## src/rtl/instr_boot_loader_if.sv

```systemverilog
// Instruction RAM write port: valid/ready handshake carrying one address/data word.
// master drives the request, slave (the RAM) returns WriteReady.
interface instr_boot_loader_if #(
  parameter int unsigned ADDR_WIDTH = 10,
  parameter int unsigned DATA_WIDTH = 16
);

  logic                  WriteValid;
  logic [ADDR_WIDTH-1:0] WriteAddress;
  logic [DATA_WIDTH-1:0] WriteData;
  logic                  WriteReady;

  modport master (
    output WriteValid,
    output WriteAddress,
    output WriteData,
    input  WriteReady
  );

  modport slave (
    input  WriteValid,
    input  WriteAddress,
    input  WriteData,
    output WriteReady
  );

endinterface

```

## src/rtl/instr_boot_loader.sv

```systemverilog
// Copies the combinational instruction ROM into instruction RAM word by word, holding the
// core in reset until the image is complete and publishing a running additive checksum.
module instr_boot_loader #(
  parameter int unsigned ADDR_WIDTH = 10,
  parameter int unsigned DATA_WIDTH = 16,
  parameter int unsigned LOAD_COUNT = 1024,
  parameter int unsigned AUTO_BOOT  = 1
) (
  input  logic                  clk,
  input  logic                  async_rst,
  input  logic                  Start,
  output logic [ADDR_WIDTH-1:0] RomAddress,
  input  logic [DATA_WIDTH-1:0] RomValue,
  instr_boot_loader_if.master   wr,
  output logic                  Busy,
  output logic                  Done,
  output logic                  CoreHold,
  output logic [DATA_WIDTH-1:0] Checksum
);

  typedef enum logic [1:0] {
    StIdle,
    StFetch,
    StWrite,
    StDone
  } state_e;

  localparam logic [ADDR_WIDTH-1:0] LastAddr = ADDR_WIDTH'(LOAD_COUNT - 1);
  localparam bit AutoBoot = (AUTO_BOOT != 0);

  state_e                state_q, state_d;
  logic [ADDR_WIDTH-1:0] count_q, count_d;
  logic [DATA_WIDTH-1:0] data_q, data_d;
  logic [DATA_WIDTH-1:0] checksum_q, checksum_d;
  logic                  busy_q, busy_d;
  logic                  done_q, done_d;
  logic                  core_hold_q, core_hold_d;

  always_comb begin
    state_d    = state_q;
    count_d    = count_q;
    data_d     = data_q;
    checksum_d = checksum_q;

    unique case (state_q)
      StIdle: begin
        if (AutoBoot || Start) begin
          state_d    = StFetch;
          count_d    = '0;
          checksum_d = '0;
        end
      end
      StFetch: begin
        data_d  = RomValue;
        state_d = StWrite;
      end
      StWrite: begin
        if (wr.WriteReady) begin
          checksum_d = checksum_q + data_q;
          // Count stops at the last address, so addresses never wrap.
          if (count_q == LastAddr) begin
            state_d = StDone;
          end else begin
            count_d = count_q + 1'b1;
            state_d = StFetch;
          end
        end
      end
      StDone: begin
        if (Start) begin
          state_d    = StFetch;
          count_d    = '0;
          checksum_d = '0;
        end
      end
      default: state_d = StIdle;
    endcase

    // Status flags are registered from the next state so they line up with state_q.
    busy_d      = (state_d == StFetch) || (state_d == StWrite);
    done_d      = (state_d == StDone);
    core_hold_d = (state_d != StDone);
  end

  always_ff @(posedge clk or posedge async_rst) begin
    if (async_rst) begin
      state_q     <= StIdle;
      count_q     <= '0;
      data_q      <= '0;
      checksum_q  <= '0;
      busy_q      <= 1'b0;
      done_q      <= 1'b0;
      core_hold_q <= 1'b1;
    end else begin
      state_q     <= state_d;
      count_q     <= count_d;
      data_q      <= data_d;
      checksum_q  <= checksum_d;
      busy_q      <= busy_d;
      done_q      <= done_d;
      core_hold_q <= core_hold_d;
    end
  end

  assign RomAddress      = count_q;
  assign wr.WriteValid   = (state_q == StWrite);
  assign wr.WriteAddress = count_q;
  assign wr.WriteData    = data_q;
  assign Busy            = busy_q;
  assign Done            = done_q;
  assign CoreHold        = core_hold_q;
  assign Checksum        = checksum_q;

endmodule
```

## src/flat_wrapper.sv

```systemverilog
// flat-port wrapper written by rule: the top's interface ports become plain ports
module instr_boot_loader_flat 
#(
  parameter int unsigned ADDR_WIDTH = 10,
  parameter int unsigned DATA_WIDTH = 16,
  parameter int unsigned LOAD_COUNT = 1024,
  parameter int unsigned AUTO_BOOT  = 1
)
  (clk, async_rst, Start, RomAddress, RomValue, Busy, Done, CoreHold, Checksum, wr_WriteValid, wr_WriteAddress, wr_WriteData, wr_WriteReady);
  instr_boot_loader_if #(.ADDR_WIDTH(ADDR_WIDTH), .DATA_WIDTH(DATA_WIDTH)) wr_i ();
  input  logic clk;
  input  logic async_rst;
  input  logic Start;
  output logic [ADDR_WIDTH-1:0] RomAddress;
  input  logic [DATA_WIDTH-1:0] RomValue;
  output logic Busy;
  output logic Done;
  output logic CoreHold;
  output logic [DATA_WIDTH-1:0] Checksum;
  output wire logic [$bits(wr_i.WriteValid)-1:0] wr_WriteValid;
  output wire logic [$bits(wr_i.WriteAddress)-1:0] wr_WriteAddress;
  output wire logic [$bits(wr_i.WriteData)-1:0] wr_WriteData;
  input wire logic [$bits(wr_i.WriteReady)-1:0] wr_WriteReady;
  assign wr_WriteValid = wr_i.WriteValid;
  assign wr_WriteAddress = wr_i.WriteAddress;
  assign wr_WriteData = wr_i.WriteData;
  assign wr_i.WriteReady = wr_WriteReady;
  instr_boot_loader #(.ADDR_WIDTH(ADDR_WIDTH), .DATA_WIDTH(DATA_WIDTH), .LOAD_COUNT(LOAD_COUNT), .AUTO_BOOT(AUTO_BOOT)) u_core (.clk(clk), .async_rst(async_rst), .Start(Start), .RomAddress(RomAddress), .RomValue(RomValue), .wr(wr_i), .Busy(Busy), .Done(Done), .CoreHold(CoreHold), .Checksum(Checksum));
endmodule
```

## config.mk

```make
export PLATFORM = sky130hd
export DESIGN_NAME = instr_boot_loader_flat
export DESIGN_NICKNAME = d
export VERILOG_FILES = /design/src/rtl/instr_boot_loader_if.sv /design/src/rtl/instr_boot_loader.sv /design/src/flat_wrapper.sv
export SDC_FILE = /design/constraint.sdc
export NUM_CORES = 1
export LEC_CHECK = 0
export ABC_AREA = 1
export CAP_MARGIN = 20
export CELL_PAD_IN_SITES_DETAIL_PLACEMENT = 2
export CELL_PAD_IN_SITES_GLOBAL_PLACEMENT = 2
export CORE_ASPECT_RATIO = 1.2
export CORE_MARGIN = 10
export CORE_UTILIZATION = 29
export CTS_CLUSTER_SIZE = 25
export DETAILED_ROUTE_END_ITERATION = 8
export PLACE_DENSITY_LB_ADDON = 0.1
export SLEW_MARGIN = 10
export SYNTH_ARGS = -nofsm -noshare
export SYNTH_HDL_FRONTEND = slang
export SYNTH_SLANG_ARGS = --single-unit
```

## constraint.sdc

```tcl
create_clock -name clk -period 2.97 [get_ports clk]
set_input_delay 0.594 -clock clk [delete_from_list [all_inputs] [get_ports clk]]
set_output_delay 0.594 -clock clk [all_outputs]
set_load 0.005 [all_outputs]
```

==> qor.csv, run 1 <==
metric;value;unit
worst-case reg-to-reg path depth;8;
detailed-router iteration count before antenna repair;4;
initial core utilization;29.68;%
critical path required time;2.38;ns
Hold Crit Depth;2;
RePlAce Congestion;0.7821;
clock sink count;47;
RSZ-0062 raised after global routing;no;
critical path depth;2;
Num CTS Buffers;5;
CP Class;reg2out;
drt wl/cell;16.78;um
DR vias;2742;
Hold-fix buffers, CTS;0;
Cell Area, Synth;0.002985;mm^2
die width;112.6;um
max-cap viol count;0;
root buffer cell;clkbuf_16;
vias per std cell;4.736;
DRT Wirelength;9.713;mm
ys flop type;dfrtp_1;
hold slack;0.5161;ns
postcts setup bufs;0;
CP delay by family, top;buffers and inverters;
Clk Latency, worst-skew pair;0.30;ns
achievable clock frequency;0.4949;GHz
commonest non-fill, non-tap cell in the layout;nand2_1;
DR WL met2;5.127;mm
fin crit share;68.04;%
initial antenna violation count;0;
H-tree depth;2;
Syn Area/Cell;7.815;um^2
Fin Setup TNS;0;ns
VDD IR max;392.0;uV
final worst slack;0.9492;ns
drt drc;0;
total gr overflow;0;
pwr dens;993.4;mW/mm^2
core area;0.01006;mm^2
highest metal used;met4;
Critical Path Start Type;register;
slowest CP cell;clkdlybuf4s50_1;
Worst Tran Pin Value;0.5636;ns
die area;0.01477;mm^2
chip height;131.1;um
Arr. time, crit path;1.43;ns
met3 WL;511;um
antenna-violating nets left;0;
Ant. Diodes;0;
Final Setup Violations;0;
CTS tree;built;
largest net degree at the start of global routing;26;
dpl ws;0.8000;ns
cell row count;40;
Post-Synthesis Cells;382;
CP Cell Sequence;nor2_4 -> clkdlybuf4s50_1;
sequential share of the synthesized area;39.44;%
crit-path max FO;5;
Area growth syn-to-layout;33.53;%
Final Critical Period;2.021;ns
share of cells above drive strength 1;10.38;%
HP Class;reg2reg;
slowest cell delay on critical path;0.51;ns
Rel. slew slack;62.39;%
starting DRC count in detailed routing;57;
WL met1;3.939;mm
status;finished clean;
clock-pin slew on the worst setup and hold paths;0.07;ns
Fin. Hold Viols;0;
Final nets;491;
IO Port Bufs;75;
Synth Net Count;421;
Post-synth EDFFs;0;
Leak;1.953;nW
Yosys cell types;34;
vias in the first global route;3136;
Yosys reg bits;47;
Tot GR Track Use;13.44;%
synth warn;0;
Max Slew Vio Count;0;
Async SR Flop Fraction;100.0;%
CTS resizes;0;
final core occ;39.63;%
first-pass GRT wire length;16.26;mm
worst path bufs/invs;1;
Worst Skew;0.006697;ns
dpl hpwl;7.735;mm
CP Capture Type;output port;
number of fill cells;1165;
CTS Buffer Depth;2;
commonest cells after routing, fill and taps aside;nand2_1 (121), clkdlybuf4s50_1 (75), inv_1 (55), dfrtp_1 (46), nand3_1 (27);
io pins;76;
-- stage by stage --
stage | total power [mW] | area [um^2] | std cells
2_1_floorplan | 2.414 | 2985 | 382
4_1_cts | 4.085 | 3986 | 579
3_3_place_gp | 3.287 | 3817 | 571
5_1_grt | 4.375 | 3986 | 579
6_report | 3.960 | 3986 | 579
3_5_place_dp | 3.376 | 3817 | 571
-- metal layers --
| metal | GRT usage (%) | up-vias |
|---|---|---|
| met1 | 14.21 | 1343 |
| met5 | 0 | - |
| met3 | 3.916 | 7 |
| met2 | 24.84 | 48 |
| met4 | 3.743 | 0 |
| li1 | - | 1344 |
-- worst paths after layout --
path                                       from                       to  slack (ns)
max                           u_core.state_q[0]            wr_WriteValid        0.95
min                          u_core.Checksum[9]       u_core.Checksum[9]        0.52
max reg2reg                u_core.RomAddress[0]     u_core.RomAddress[1]        1.00
min reg2reg                  u_core.Checksum[9]       u_core.Checksum[9]        0.52
max in group asynchronous             async_rst          u_core.CoreHold        1.69
min in group asynchronous             async_rst  u_core.wr.WriteData[13]        0.67
-- area by class of cell --
type / instances / area, um^2 / area share [%]
inverter: 59 / 224.0 / 5.618
sequential: 47 / 1177 / 29.54
clock buffer: 5 / 125.1 / 3.139
timing repair buffer: 77 / 778.2 / 19.52
tap: 126 / 157.7 / 3.955
multi-input combinational: 262 / 1480 / 37.13
clock inverter: 3 / 43.79 / 1.099
-- synth_stat cells (all sizes together), types with 3 or more instances --
| cell | number | share of area [%] |
|---|---|---|
| nand2 | 125 | 16 |
| inv | 59 | 7.5 |
| dfrtp | 46 | 39 |
| nand3 | 27 | 4.5 |
| nor2 | 22 | 3.2 |
| ha | 18 | 7.5 |
| o21ai | 16 | 3.8 |
| mux2 | 15 | 5.7 |
| buf | 14 | 3.5 |
| a21oi | 12 | 2.1 |
| nand4 | 5 | 1.0 |
| nor3 | 5 | 0.84 |
| or2 | 3 | 0.63 |
| xor2 | 3 | 0.88 |
-- kinds of logic (layout without fill, tap and decap cells) --
group,Yosys count,in the layout,synth area share [%]
flops,47,47,39.44
mux,15,15,5.658
compound gates,35,35,7.837
simple gates,190,190,26.99
buf+inv,73,144,10.98
fa+ha+maj,19,19,8.215
xor+xnor,3,3,0.8803
-- worst reg2reg max path, cell delays in order (launching register included) --
cell and delay (ns):
dfrtp_1 0.49, ha_1 0.27, nand2_1 0.11, nor2_2 0.14, nand2_2 0.10, o21ai_4 0.37, inv_4 0.15, nand3_1 0.14
o21ai_2 0.07
-- flip-flops by register name, indices dropped and copies added (netlist names) --
signal / count
u_core.wr.WriteData: 16
u_core.Checksum: 16
u_core.CoreHold: 1
u_core.RomAddress: 10
u_core.Done: 1
u_core.Busy: 1
u_core.state_q: 2
-- where the power goes --
group / internal, mW / switching [mW]
clock: 0.398 / 0.267
sequential: 0.872 / 0.205
combinational: 0.995 / 1.22
total: 2.26 / 1.70
(Power assumes the default switching activity.)
==> run 2, diff against run 1 <==
Settings changed: CORE_UTILIZATION 29 to 25.
Clock period 2.97 ns to 1.7 ns, I/O delays scaled along.
==> run 2 against run 1 <==
  * Critical path depth is 9 higher
  * Critical endpoint is now u_core.Checksum[12]
  * Wire length is 12% higher
  * Worst hold slack got worse by 0.11 ns
  * Count of clock-buffer cells in the layout rose by 1
  * Clock skew is essentially flat
  * Clock power rose by 52%
  * Sequential share of layout area shrank 4.7 points
  * Largest power group unchanged
==> qor.csv, run 2 (synthesized netlist as in run 1, its figures left out) <==
metric;value;unit;change
status;finished clean;;
dpl ws;-0.1263;ns;-0.9263 ns
cell row count;43;;+7.5%
Max Slew Vio Count;0;;unchanged
Internal;4.762;mW;+110%
worst-case reg-to-reg path depth;11;;+3
root buffer cell;clkbuf_16;;
first-pass GRT wire length;17.77;mm;+9.3%
DR vias;2975;;+8.5%
Final nets;542;;+10%
initial antenna violation count;0;;unchanged
die area;0.01673;mm^2;+13%
drt wl/cell;16.43;um;-2.1%
Hold-fix buffers, CTS;0;;unchanged
Area growth syn-to-layout;59.01;%;
critical path required time;1.89;ns;-0.49 ns
VDD IR max;482.9;uV;+23%
pwr dens;1744;mW/mm^2;+76%
Final Setup Violations;0;;unchanged
cell mode on critical path;nand3_2;;
Tot GR Track Use;13.14;%;-0.30 points
core area;0.01162;mm^2;+16%
die width;119.8;um;+6.3%
slowest cell delay on critical path;0.39;ns;-0.12 ns
Clock power frac;12.2;%;-4.6 points
detailed-router iteration count before antenna repair;4;;unchanged
Leak;2.459;nW;+26%
slowest CP cell;fa_2;;
CTS tree;built;;
drt drc;0;;unchanged
area post-placement;0.004159;mm^2;+8.9%
H-tree depth;2;;unchanged
max-cap viol count;0;;unchanged
Design Area, Final;0.004747;mm^2;+19%
crit-path max FO;4;;-1
achievable clock frequency;0.5971;GHz;
vias per std cell;4.501;;-5.0%
Clk Latency, worst-skew pair;0.30;ns;about the same
Arr. time, crit path;1.87;ns;+0.44 ns
chip height;139.7;um;+6.5%
Rel. slew slack;67.09;%;+4.7 points
fin crit share;98.51;%;
share of cells above drive strength 1;29.96;%;+20 points
CP Class;reg2reg;;
Fin. Hold Viols;0;;unchanged
dpl hpwl;8.381;mm;+8.4%
P_sw;3.516;mW;+110%
clock sink count;47;;unchanged
switch share;42.48;%;-0.35 points
CTS Buffer Depth;2;;unchanged
CP Cell Sequence;ha_2 -> inv_2 -> fa_2 -> inv_4 -> nand3_4 -> nand3_4 -> nand3_2 -> nand3_2 -> nand2_2 -> nand3_2 -> nand2_1;;
Critical Path Start Type;register;;
antenna-violating nets left;0;;unchanged
worst path bufs/invs;2;;+1
Worst Skew;0.007166;ns;+0.0004691 ns
clock-pin slew on the worst setup and hold paths;0.07;ns;about the same
commonest non-fill, non-tap cell in the layout;nand2_1;;
IO Port Bufs;75;;unchanged
Final Critical Period;1.675;ns;
total gr overflow;0;;unchanged
Num CTS Buffers;5;;unchanged
critical path depth;11;;+9
largest net degree at the start of global routing;48;;+85%
commonest cells after routing, fill and taps aside;nand2_1 (105), clkdlybuf4s50_1 (59), inv_1 (49), buf_4 (47), dfrtp_1 (44);;
Post-Place Cells;639;;+12%
Layout Cells excl Fill;661;;+14%
starting DRC count in detailed routing;67;;+18%
Worst Tran Pin Value;0.4919;ns;-0.07169 ns
Ant. Diodes;0;;unchanged
CP delay by family, top;adder cells;;
number of fill cells;1321;;+13%
final worst slack;0.02527;ns;-0.9239 ns
CP Capture Type;register;;
io pins;76;;unchanged
RePlAce Congestion;0.8216;;+5.1%
combinational group share of total power;65.1;%;+9.1 points
DRT Wirelength;10.86;mm;+12%
initial core utilization;25.69;%;-4.0 points
RSZ-0062 raised after global routing;yes;;
HP Class;in2async;;
Sequential Power Share;22.7;%;-4.5 points
vias in the first global route;3446;;+9.9%
## run 2: area by class of cell
type                       count  area (um^2)  area share, %
multi-input combinational    262         1769          37.27
timing repair buffer         128         1234          25.99
sequential                    47         1180          24.86
inverter                      59        226.5          4.771
tap                          157        196.4          4.138
clock buffer                   6        128.9          2.715
clock inverter                 2        12.51         0.2636
## run 2: per-stage QoR
| step | hold slack [ns] | setup TNS, ns | util [%] | power, mW |
|---|---|---|---|---|
| floorplan | 0.4905 | 0 | - | 4.217 |
| global placement | 0.4963 | -0.3768 | 35.79 | 6.359 |
| detailed placement | 0.5160 | -1.164 | 35.79 | 6.489 |
| CTS | 0.4186 | -0.005850 | 38.24 | 7.903 |
| global route | 0.4396 | -0.1765 | 40.85 | 9.083 |
| finish | 0.4054 | 0 | 40.85 | 8.278 |
## run 2: repair_timing
item	4_1_cts	5_1_grt
setup endpoints to repair	18	29
gates resized for setup	19	64
pin swaps	1	14
buffers inserted	5	9
hold endpoints to repair	0	0
## run 2: final timing paths
path                                startpoint             endpoint  slack, ns
setup / recovery            u_core.Checksum[0]  u_core.Checksum[12]       0.03
hold / removal                       async_rst          u_core.Busy       0.41
setup reg to reg            u_core.Checksum[0]  u_core.Checksum[12]       0.03
hold reg to reg            u_core.Checksum[14]  u_core.Checksum[14]       0.55
max in group asynchronous            async_rst      u_core.CoreHold       1.02
min in group clk           u_core.Checksum[14]  u_core.Checksum[14]       0.55
## run 2: power groups by stage
stage	clock network, mW	registers [mW]	logic (mW)
6_report	1.01	1.88	5.39
5_1_grt	1.10	1.95	6.03
4_1_cts	1.05	1.85	5.00
3_5_place_dp	0	1.83	4.65
3_3_place_gp	0	1.81	4.55
2_1_floorplan	0	1.86	2.36
## run 2: layer usage
metal  GRT usage, %  vias to the layer above  part of all wire, %
li1               -                     1439                    -
met3          3.318                        5                  4.5
met4          3.053                        0                 0.92
met1          13.47                     1481                   38
met2          25.61                       50                   56
met5              0                        -                    0
## run 2: tightest hold or removal path: cells and delay by family
kind | cells | cell delay (ns)
buf+inv | 3 | 0.74
